--- src/rtl/ahb_rr_arbiter_2m1s_pkg.sv ---
// ----------------------------------------------------------------------------
// ahb_rr_arbiter_2m1s_pkg
// Shared definitions for the two-master AHB-Lite round-robin arbiter:
// HTRANS encodings, the data-phase owner enum and small HTRANS helpers.
// No ports (package).
// ----------------------------------------------------------------------------
package ahb_rr_arbiter_2m1s_pkg;

  localparam logic [1:0] HTRANS_IDLE   = 2'b00;
  localparam logic [1:0] HTRANS_BUSY   = 2'b01;
  localparam logic [1:0] HTRANS_NONSEQ = 2'b10;
  localparam logic [1:0] HTRANS_SEQ    = 2'b11;

  typedef enum logic [1:0] {
    OWNER_NONE = 2'd0,
    OWNER_M0   = 2'd1,
    OWNER_M1   = 2'd2
  } owner_e;

  // NONSEQ and SEQ both carry a real transfer (bit 1 set).
  function automatic logic is_active(input logic [1:0] trans);
    return trans[1];
  endfunction

  // SEQ and BUSY mean the master is still inside a burst.
  function automatic logic is_burst_cont(input logic [1:0] trans);
    return (trans == HTRANS_SEQ) || (trans == HTRANS_BUSY);
  endfunction

endpackage

--- src/rtl/ahb_rr_arbiter_2m1s_hold_stage.sv ---
// ----------------------------------------------------------------------------
// ahb_rr_arbiter_2m1s_hold_stage
// One-entry address-phase holding stage for a single master. A live request
// that is not granted is captured so the master only stalls in its own data
// phase; the held copy is then presented until it wins.
// Ports:
//   clk, rst_n                      clock, async active-low reset
//   haddr/htrans/hwrite/hsize       live master address phase
//   hready_m                        ready currently returned to this master
//   grant                           this master wins arbitration this cycle
//   req                             pending or live request
//   pend                            a held transfer is waiting
//   out_addr/trans/write/size       held copy if pending, else live inputs
// ----------------------------------------------------------------------------
module ahb_rr_arbiter_2m1s_hold_stage
  import ahb_rr_arbiter_2m1s_pkg::*;
#(
  parameter int AW = 32
) (
  input  logic          clk,
  input  logic          rst_n,
  input  logic [AW-1:0] haddr,
  input  logic [1:0]    htrans,
  input  logic          hwrite,
  input  logic [2:0]    hsize,
  input  logic          hready_m,
  input  logic          grant,
  output logic          req,
  output logic          pend,
  output logic [AW-1:0] out_addr,
  output logic [1:0]    out_trans,
  output logic          out_write,
  output logic [2:0]    out_size
);

  logic          live_req;
  logic [AW-1:0] hold_addr;
  logic [1:0]    hold_trans;
  logic          hold_write;
  logic [2:0]    hold_size;

  // The master only launches an address phase when its ready is high.
  assign live_req = is_active(htrans) & hready_m;
  assign req      = pend | live_req;

  // A held entry is never overwritten; a grant retires it.
  always_ff @(posedge clk or negedge rst_n) begin
    if (!rst_n) begin
      pend       <= 1'b0;
      hold_addr  <= '0;
      hold_trans <= HTRANS_IDLE;
      hold_write <= 1'b0;
      hold_size  <= '0;
    end else if (grant) begin
      pend <= 1'b0;
    end else if (live_req && !pend) begin
      pend       <= 1'b1;
      hold_addr  <= haddr;
      hold_trans <= htrans;
      hold_write <= hwrite;
      hold_size  <= hsize;
    end
  end

  assign out_addr  = pend ? hold_addr  : haddr;
  assign out_trans = pend ? hold_trans : htrans;
  assign out_write = pend ? hold_write : hwrite;
  assign out_size  = pend ? hold_size  : hsize;

endmodule

--- src/rtl/ahb_rr_arbiter_2m1s.sv ---
// ----------------------------------------------------------------------------
// ahb_rr_arbiter_2m1s
// Round-robin AHB-Lite arbiter joining two masters (M0 = IFU, M1 = LSU) onto
// one slave bus, with per-master address holding stages, burst locking and
// data-phase ownership for HREADY/HRESP/HWDATA routing.
// Ports:
//   HCLK, HRESETn                   clock, async active-low reset
//   HADDR/HTRANS/HWRITE/HSIZE_Mx    master address phase (x = 0,1)
//   HWDATA_Mx                       master write data
//   HREADY_Mx, HRESP_Mx, HRDATA_Mx  responses returned to master x
//   HADDR/HTRANS/HWRITE/HSIZE       slave address phase
//   HWDATA                          slave write data
//   HREADY, HRESP, HRDATA           slave responses
// ----------------------------------------------------------------------------
module ahb_rr_arbiter_2m1s
  import ahb_rr_arbiter_2m1s_pkg::*;
#(
  parameter int AW        = 32,
  parameter int DW        = 64,
  parameter bit FIXED_PRI = 1'b0
) (
  input  logic          HCLK,
  input  logic          HRESETn,
  input  logic [AW-1:0] HADDR_M0,
  input  logic [1:0]    HTRANS_M0,
  input  logic          HWRITE_M0,
  input  logic [2:0]    HSIZE_M0,
  input  logic [DW-1:0] HWDATA_M0,
  output logic          HREADY_M0,
  output logic          HRESP_M0,
  output logic [DW-1:0] HRDATA_M0,
  input  logic [AW-1:0] HADDR_M1,
  input  logic [1:0]    HTRANS_M1,
  input  logic          HWRITE_M1,
  input  logic [2:0]    HSIZE_M1,
  input  logic [DW-1:0] HWDATA_M1,
  output logic          HREADY_M1,
  output logic          HRESP_M1,
  output logic [DW-1:0] HRDATA_M1,
  output logic [AW-1:0] HADDR,
  output logic [1:0]    HTRANS,
  output logic          HWRITE,
  output logic [2:0]    HSIZE,
  output logic [DW-1:0] HWDATA,
  input  logic          HREADY,
  input  logic          HRESP,
  input  logic [DW-1:0] HRDATA
);

  owner_e        dp_owner;
  owner_e        last_grant;
  owner_e        lock_owner;
  owner_e        winner;
  logic          lock;
  logic          lock_active;
  logic          arb_en;
  logic          req0, req1, pend0, pend1;
  logic [AW-1:0] addr0, addr1;
  logic [1:0]    trans0, trans1;
  logic          write0, write1;
  logic [2:0]    size0, size1;

  ahb_rr_arbiter_2m1s_hold_stage #(.AW(AW)) u_hold_m0 (
    .clk(HCLK), .rst_n(HRESETn),
    .haddr(HADDR_M0), .htrans(HTRANS_M0), .hwrite(HWRITE_M0), .hsize(HSIZE_M0),
    .hready_m(HREADY_M0), .grant(winner == OWNER_M0),
    .req(req0), .pend(pend0),
    .out_addr(addr0), .out_trans(trans0), .out_write(write0), .out_size(size0)
  );

  ahb_rr_arbiter_2m1s_hold_stage #(.AW(AW)) u_hold_m1 (
    .clk(HCLK), .rst_n(HRESETn),
    .haddr(HADDR_M1), .htrans(HTRANS_M1), .hwrite(HWRITE_M1), .hsize(HSIZE_M1),
    .hready_m(HREADY_M1), .grant(winner == OWNER_M1),
    .req(req1), .pend(pend1),
    .out_addr(addr1), .out_trans(trans1), .out_write(write1), .out_size(size1)
  );

  // The lock only holds while the owner keeps signalling SEQ/BUSY; an IDLE
  // or a fresh NONSEQ from it releases the bus in the same cycle.
  assign lock_active = lock &
    (((lock_owner == OWNER_M0) && is_burst_cont(HTRANS_M0)) ||
     ((lock_owner == OWNER_M1) && is_burst_cont(HTRANS_M1)));

  // No grant changes during an error response; the pending master waits
  // until the slave is back to a normal ready cycle.
  assign arb_en = HREADY & ~HRESP;

  always_comb begin
    winner = OWNER_NONE;
    if (arb_en) begin
      if (lock_active)          winner = lock_owner;
      else if (req0 && req1)    winner = (FIXED_PRI || last_grant == OWNER_M1) ? OWNER_M0 : OWNER_M1;
      else if (req0)            winner = OWNER_M0;
      else if (req1)            winner = OWNER_M1;
    end
  end

  always_comb begin
    HADDR  = '0;
    HTRANS = HTRANS_IDLE;
    HWRITE = 1'b0;
    HSIZE  = '0;
    case (winner)
      OWNER_M0: begin HADDR = addr0; HTRANS = trans0; HWRITE = write0; HSIZE = size0; end
      OWNER_M1: begin HADDR = addr1; HTRANS = trans1; HWRITE = write1; HSIZE = size1; end
      default:  ;
    endcase
  end

  // A BUSY beat keeps the current data-phase owner.
  always_ff @(posedge HCLK or negedge HRESETn) begin
    if (!HRESETn) begin
      dp_owner   <= OWNER_NONE;
      last_grant <= OWNER_M1;
      lock       <= 1'b0;
      lock_owner <= OWNER_NONE;
    end else if (HREADY) begin
      if (winner != OWNER_NONE) begin
        if (HTRANS != HTRANS_BUSY) dp_owner <= winner;
        last_grant <= winner;
        lock       <= is_active(HTRANS) | lock_active;
        lock_owner <= winner;
      end else begin
        dp_owner <= OWNER_NONE;
        lock     <= 1'b0;
      end
    end
  end

  // A master with no data phase in flight sees zero-wait OKAY unless its
  // address phase is parked in the holding stage.
  assign HREADY_M0 = (dp_owner == OWNER_M0) ? HREADY : ~pend0;
  assign HREADY_M1 = (dp_owner == OWNER_M1) ? HREADY : ~pend1;
  assign HRESP_M0  = (dp_owner == OWNER_M0) & HRESP;
  assign HRESP_M1  = (dp_owner == OWNER_M1) & HRESP;
  assign HRDATA_M0 = HRDATA;
  assign HRDATA_M1 = HRDATA;

  always_comb begin
    HWDATA = '0;
    case (dp_owner)
      OWNER_M0: HWDATA = HWDATA_M0;
      OWNER_M1: HWDATA = HWDATA_M1;
      default:  ;
    endcase
  end

endmodule

--- config.mk ---
export PLATFORM = sky130hd
export DESIGN_NAME = ahb_rr_arbiter_2m1s
export DESIGN_NICKNAME = d
export VERILOG_FILES = /design/src/rtl/ahb_rr_arbiter_2m1s_pkg.sv /design/src/rtl/ahb_rr_arbiter_2m1s_hold_stage.sv /design/src/rtl/ahb_rr_arbiter_2m1s.sv
export SDC_FILE = /design/constraint.sdc
export NUM_CORES = 1
export LEC_CHECK = 0
export BUFFER_PORTS_ARGS = -buffer_cell sky130_fd_sc_hd__buf_2
export CAP_MARGIN = 10
export CORE_AREA = 2 2 195 197
export DETAILED_ROUTE_END_ITERATION = 8
export DIE_AREA = 0 0 197 199
export PLACE_DENSITY = 0.45
export SLEW_MARGIN = 5
export SYNTH_ARGS = -nofsm -noshare
export SYNTH_HDL_FRONTEND = slang
export SYNTH_SLANG_ARGS = --single-unit
export TNS_END_PERCENT = 1
--- constraint.sdc ---
create_clock -name HCLK -period 3.31 [get_ports HCLK]
set_clock_uncertainty 0.2 [all_clocks]
set_input_delay 0 -clock HCLK [delete_from_list [all_inputs] [get_ports HCLK]]
set_output_delay 0 -clock HCLK [all_outputs]
set_load 0.02 [all_outputs]
==> results.ini <==
[run_status]
outcome = finished clean

[route]
vias = 6300
drc = 0
via_per_inst = 4.297
ant_nets = 0
wire_per_inst_um = 19.63
drt_first_pass_iters = 5
wl_um = 28770
drtIter0Drc = 214

[layout]
seqCellArea_um2 = 2106
multi_input_area_um2 = 3253
final_core_util_pct = 25.42
drive_gt1_share_pct = 51.12
nFillCells = 4015
area_growth_pct = 43.99
stdcell_area_um2 = 9440
nNetsFinal = 1256
layoutNonFillerInstCount = 1466

[sta]
drv_slew = 0
setup_viol = 0
timing.slew.headroom_pct = 34.87
postLayoutSetupSlackWorst_ps = 251.2
fin_crit_ps = 3059
fin_hold_ws_ps = 134.7
hold_viol_final = 0
period_share_pct = 92.41
tightestPinTransition_ps = 977.0
rsz0062_at_grt = false
finalSetupTns_ps = 0
fmax_ghz = 0.3269

[worst_setup_path]
cpMostUsedCell = ha_2
crit_type = flop to flop
path_max_fanout = 38
end_kind = flop
start_kind = flop
cp_top_family = simple AND/OR/NAND/NOR gates
critPathBufInv = 1
cpPeakStageDelay_ps = 850
path_cells = inv_1, ha_2, nand2b_1, a21oi_1, o21a_1, nor2_1, ha_2, or4b_4, mux2_4
arrival_ps = 3090
worstPathRequired_ps = 3340
cp_slowest_cell = or4b_4

[die]
pin_count = 506
core.rowCount = 71
die_y_um = 199
dieArea_um2 = 39200
dieWidth_um = 197
fp.coreArea_um2 = 37130
start_util_pct = 17.66

[synthesis]
avgSynthCellArea_um2 = 9.742
synth_top_family_by_area = multiplexers
synth_cell_types = 33
synth_flop_cell = dfrtp_1
async_flop_share_pct = 100.0
synthSimpleGateAreaFrac_pct = 8.111
synth_compound_area_share_pct = 13.49
syn-num-nets = 950
syn-instance-count = 673
ys_warn_count = 0
synthAdderAreaFrac_pct = 0.9542
yosys_register_bits = 84
ys_seq_area_share_pct = 32.08
synth.cell_area_um2 = 6556
synthXorXnorAreaFrac_pct = 0
synth-edff-count = 0
synthMuxAreaShare_pct = 26.81

[min_path]
worstHoldPathType = primary input to asynchronous set/reset pin

[cts]
htreeDepth = 3
clk_latency_ps = 340
path_clk_slew_ps = 70
clockRootBuffer = clkbuf_16
cts_num_sinks = 84
clockBufferDepth = 2
numCtsBuffers = 9
tritoncts = built

[placement]
portBuffers = 313
post-place-ws_ps = 255.0
place_area_um2 = 7660
gp_congestion = 0.7628
dp.cells = 1296
hpwlAfterDp_um = 21300

[global_routing]
first_global_vias = 6061
grt_max_degree = 71
antenna_found_initial = 15
grt_pass1_wl_um = 39260
track_usage_pct = 13.59
gr-total-overflow = 0

[power]
vdd_drop_max_mv = 0.2805
power_mw = 5.902
p_leak_nw = 4.319
pwr_density_cell_nw_per_um2 = 625.1

[job]
max-cap-violations = 0

==> power by group <==
group / internal, mW / switching (mW)
clock network: 0.538 / 0.458
logic: 1.55 / 1.60
registers: 1.53 / 0.233
total: 3.61 / 2.29
==> Yosys cell counts (4+ instances only) <==
master	instances	area (um2)
buf_2	9	45.04
dfrtp_1	83	2077
a21oi_1	5	25.02
o21ai_0	4	20.02
mux2_2	129	1453
buf_1	12	45.04
ha_1	5	62.56
clkbuf_1	26	97.59
a22oi_1	101	758.2
inv_1	9	33.78
nand2_1	6	22.52
buf_4	128	960.9
mux2_4	19	285.3
nor2_1	105	394.1
==> path summary, 6_finish.rpt <==
kind | cells past startpoint | slack (ps) | end | start
hold reg to reg | 1 | 270 | u_hold_m1.hold_trans[1] | u_hold_m1.hold_trans[1]
max in group asynchronous | 3 | 1920 | u_hold_m0.hold_addr[24] | HRESETn
setup reg to reg | 9 | 250 | u_hold_m0.hold_addr[25] | dp_owner[1]
hold / removal | 2 | 130 | u_hold_m0.hold_addr[3] | HRESETn
min in group HCLK | 4 | 160 | HWDATA[2] | HWDATA_M0[2]
setup / recovery | 9 | 250 | u_hold_m0.hold_addr[25] | dp_owner[1]
==> kinds of logic after synthesis <==
family,count (synthesis)
buf+inv,187
fa+ha+maj,5
compound gates,120
mux,150
simple gates,127
flops,84
==> cell usage in the layout, fill, tap and decap left out, types with 8 or more instances in the layout <==
cell type / n
inv_1: 9
mux2_4: 19
mux2_2: 129
nor2_1: 105
buf_4: 14
dlygate4sd3_1: 145
a22oi_1: 101
buf_2: 312
clkbuf_16: 9
diode_2: 8
dfrtp_1: 81
==> flip-flops by register name (all words and copies together), names as in the netlist <==
| name | flops |
|---|---|
| u_hold_m0.hold_addr | 32 |
| u_hold_m1.hold_addr | 32 |
| u_hold_m0.hold_size | 3 |
| u_hold_m1.hold_size | 3 |
| dp_owner | 2 |
| last_grant | 2 |
| u_hold_m0.hold_trans | 2 |
| u_hold_m1.hold_trans | 2 |
| lock | 1 |
| lock_owner | 1 |
| u_hold_m0.hold_write | 1 |
| u_hold_m0.pend | 1 |
| u_hold_m1.hold_write | 1 |
| u_hold_m1.pend | 1 |
==> routing by layer <==
layer | GRT usage [%] | part of all wire (%) | vias up | routed length, um
li1 | - | - | 2875 | -
met1 | 17.38 | 42 | 3059 | 12160
met2 | 21.99 | 48 | 317 | 13690
met3 | 3.696 | 7.2 | 37 | 2072
met4 | 4.818 | 2.7 | 12 | 769
met5 | 0 | 0.29 | - | 84
==> area by class of cell <==
class                      count  share of cell area, %
multi-input combinational    402                  34.46
tap                          474                  6.282
inverter                       9                 0.3579
clock inverter                 6                 0.5036
timing repair buffer         473                  33.35
sequential                    84                  22.31
antenna                        8                 0.2121
clock buffer                  10                  2.531
==> repair_timing <==
action,CTS,global route
pin swaps,0,1
setup endpoints to repair,1,4
hold buffers,145,0
endpoints found under the hold margin,277,0
gates resized for setup,1,5
buffers inserted,0,1
(Power assumes the default switching activity.)
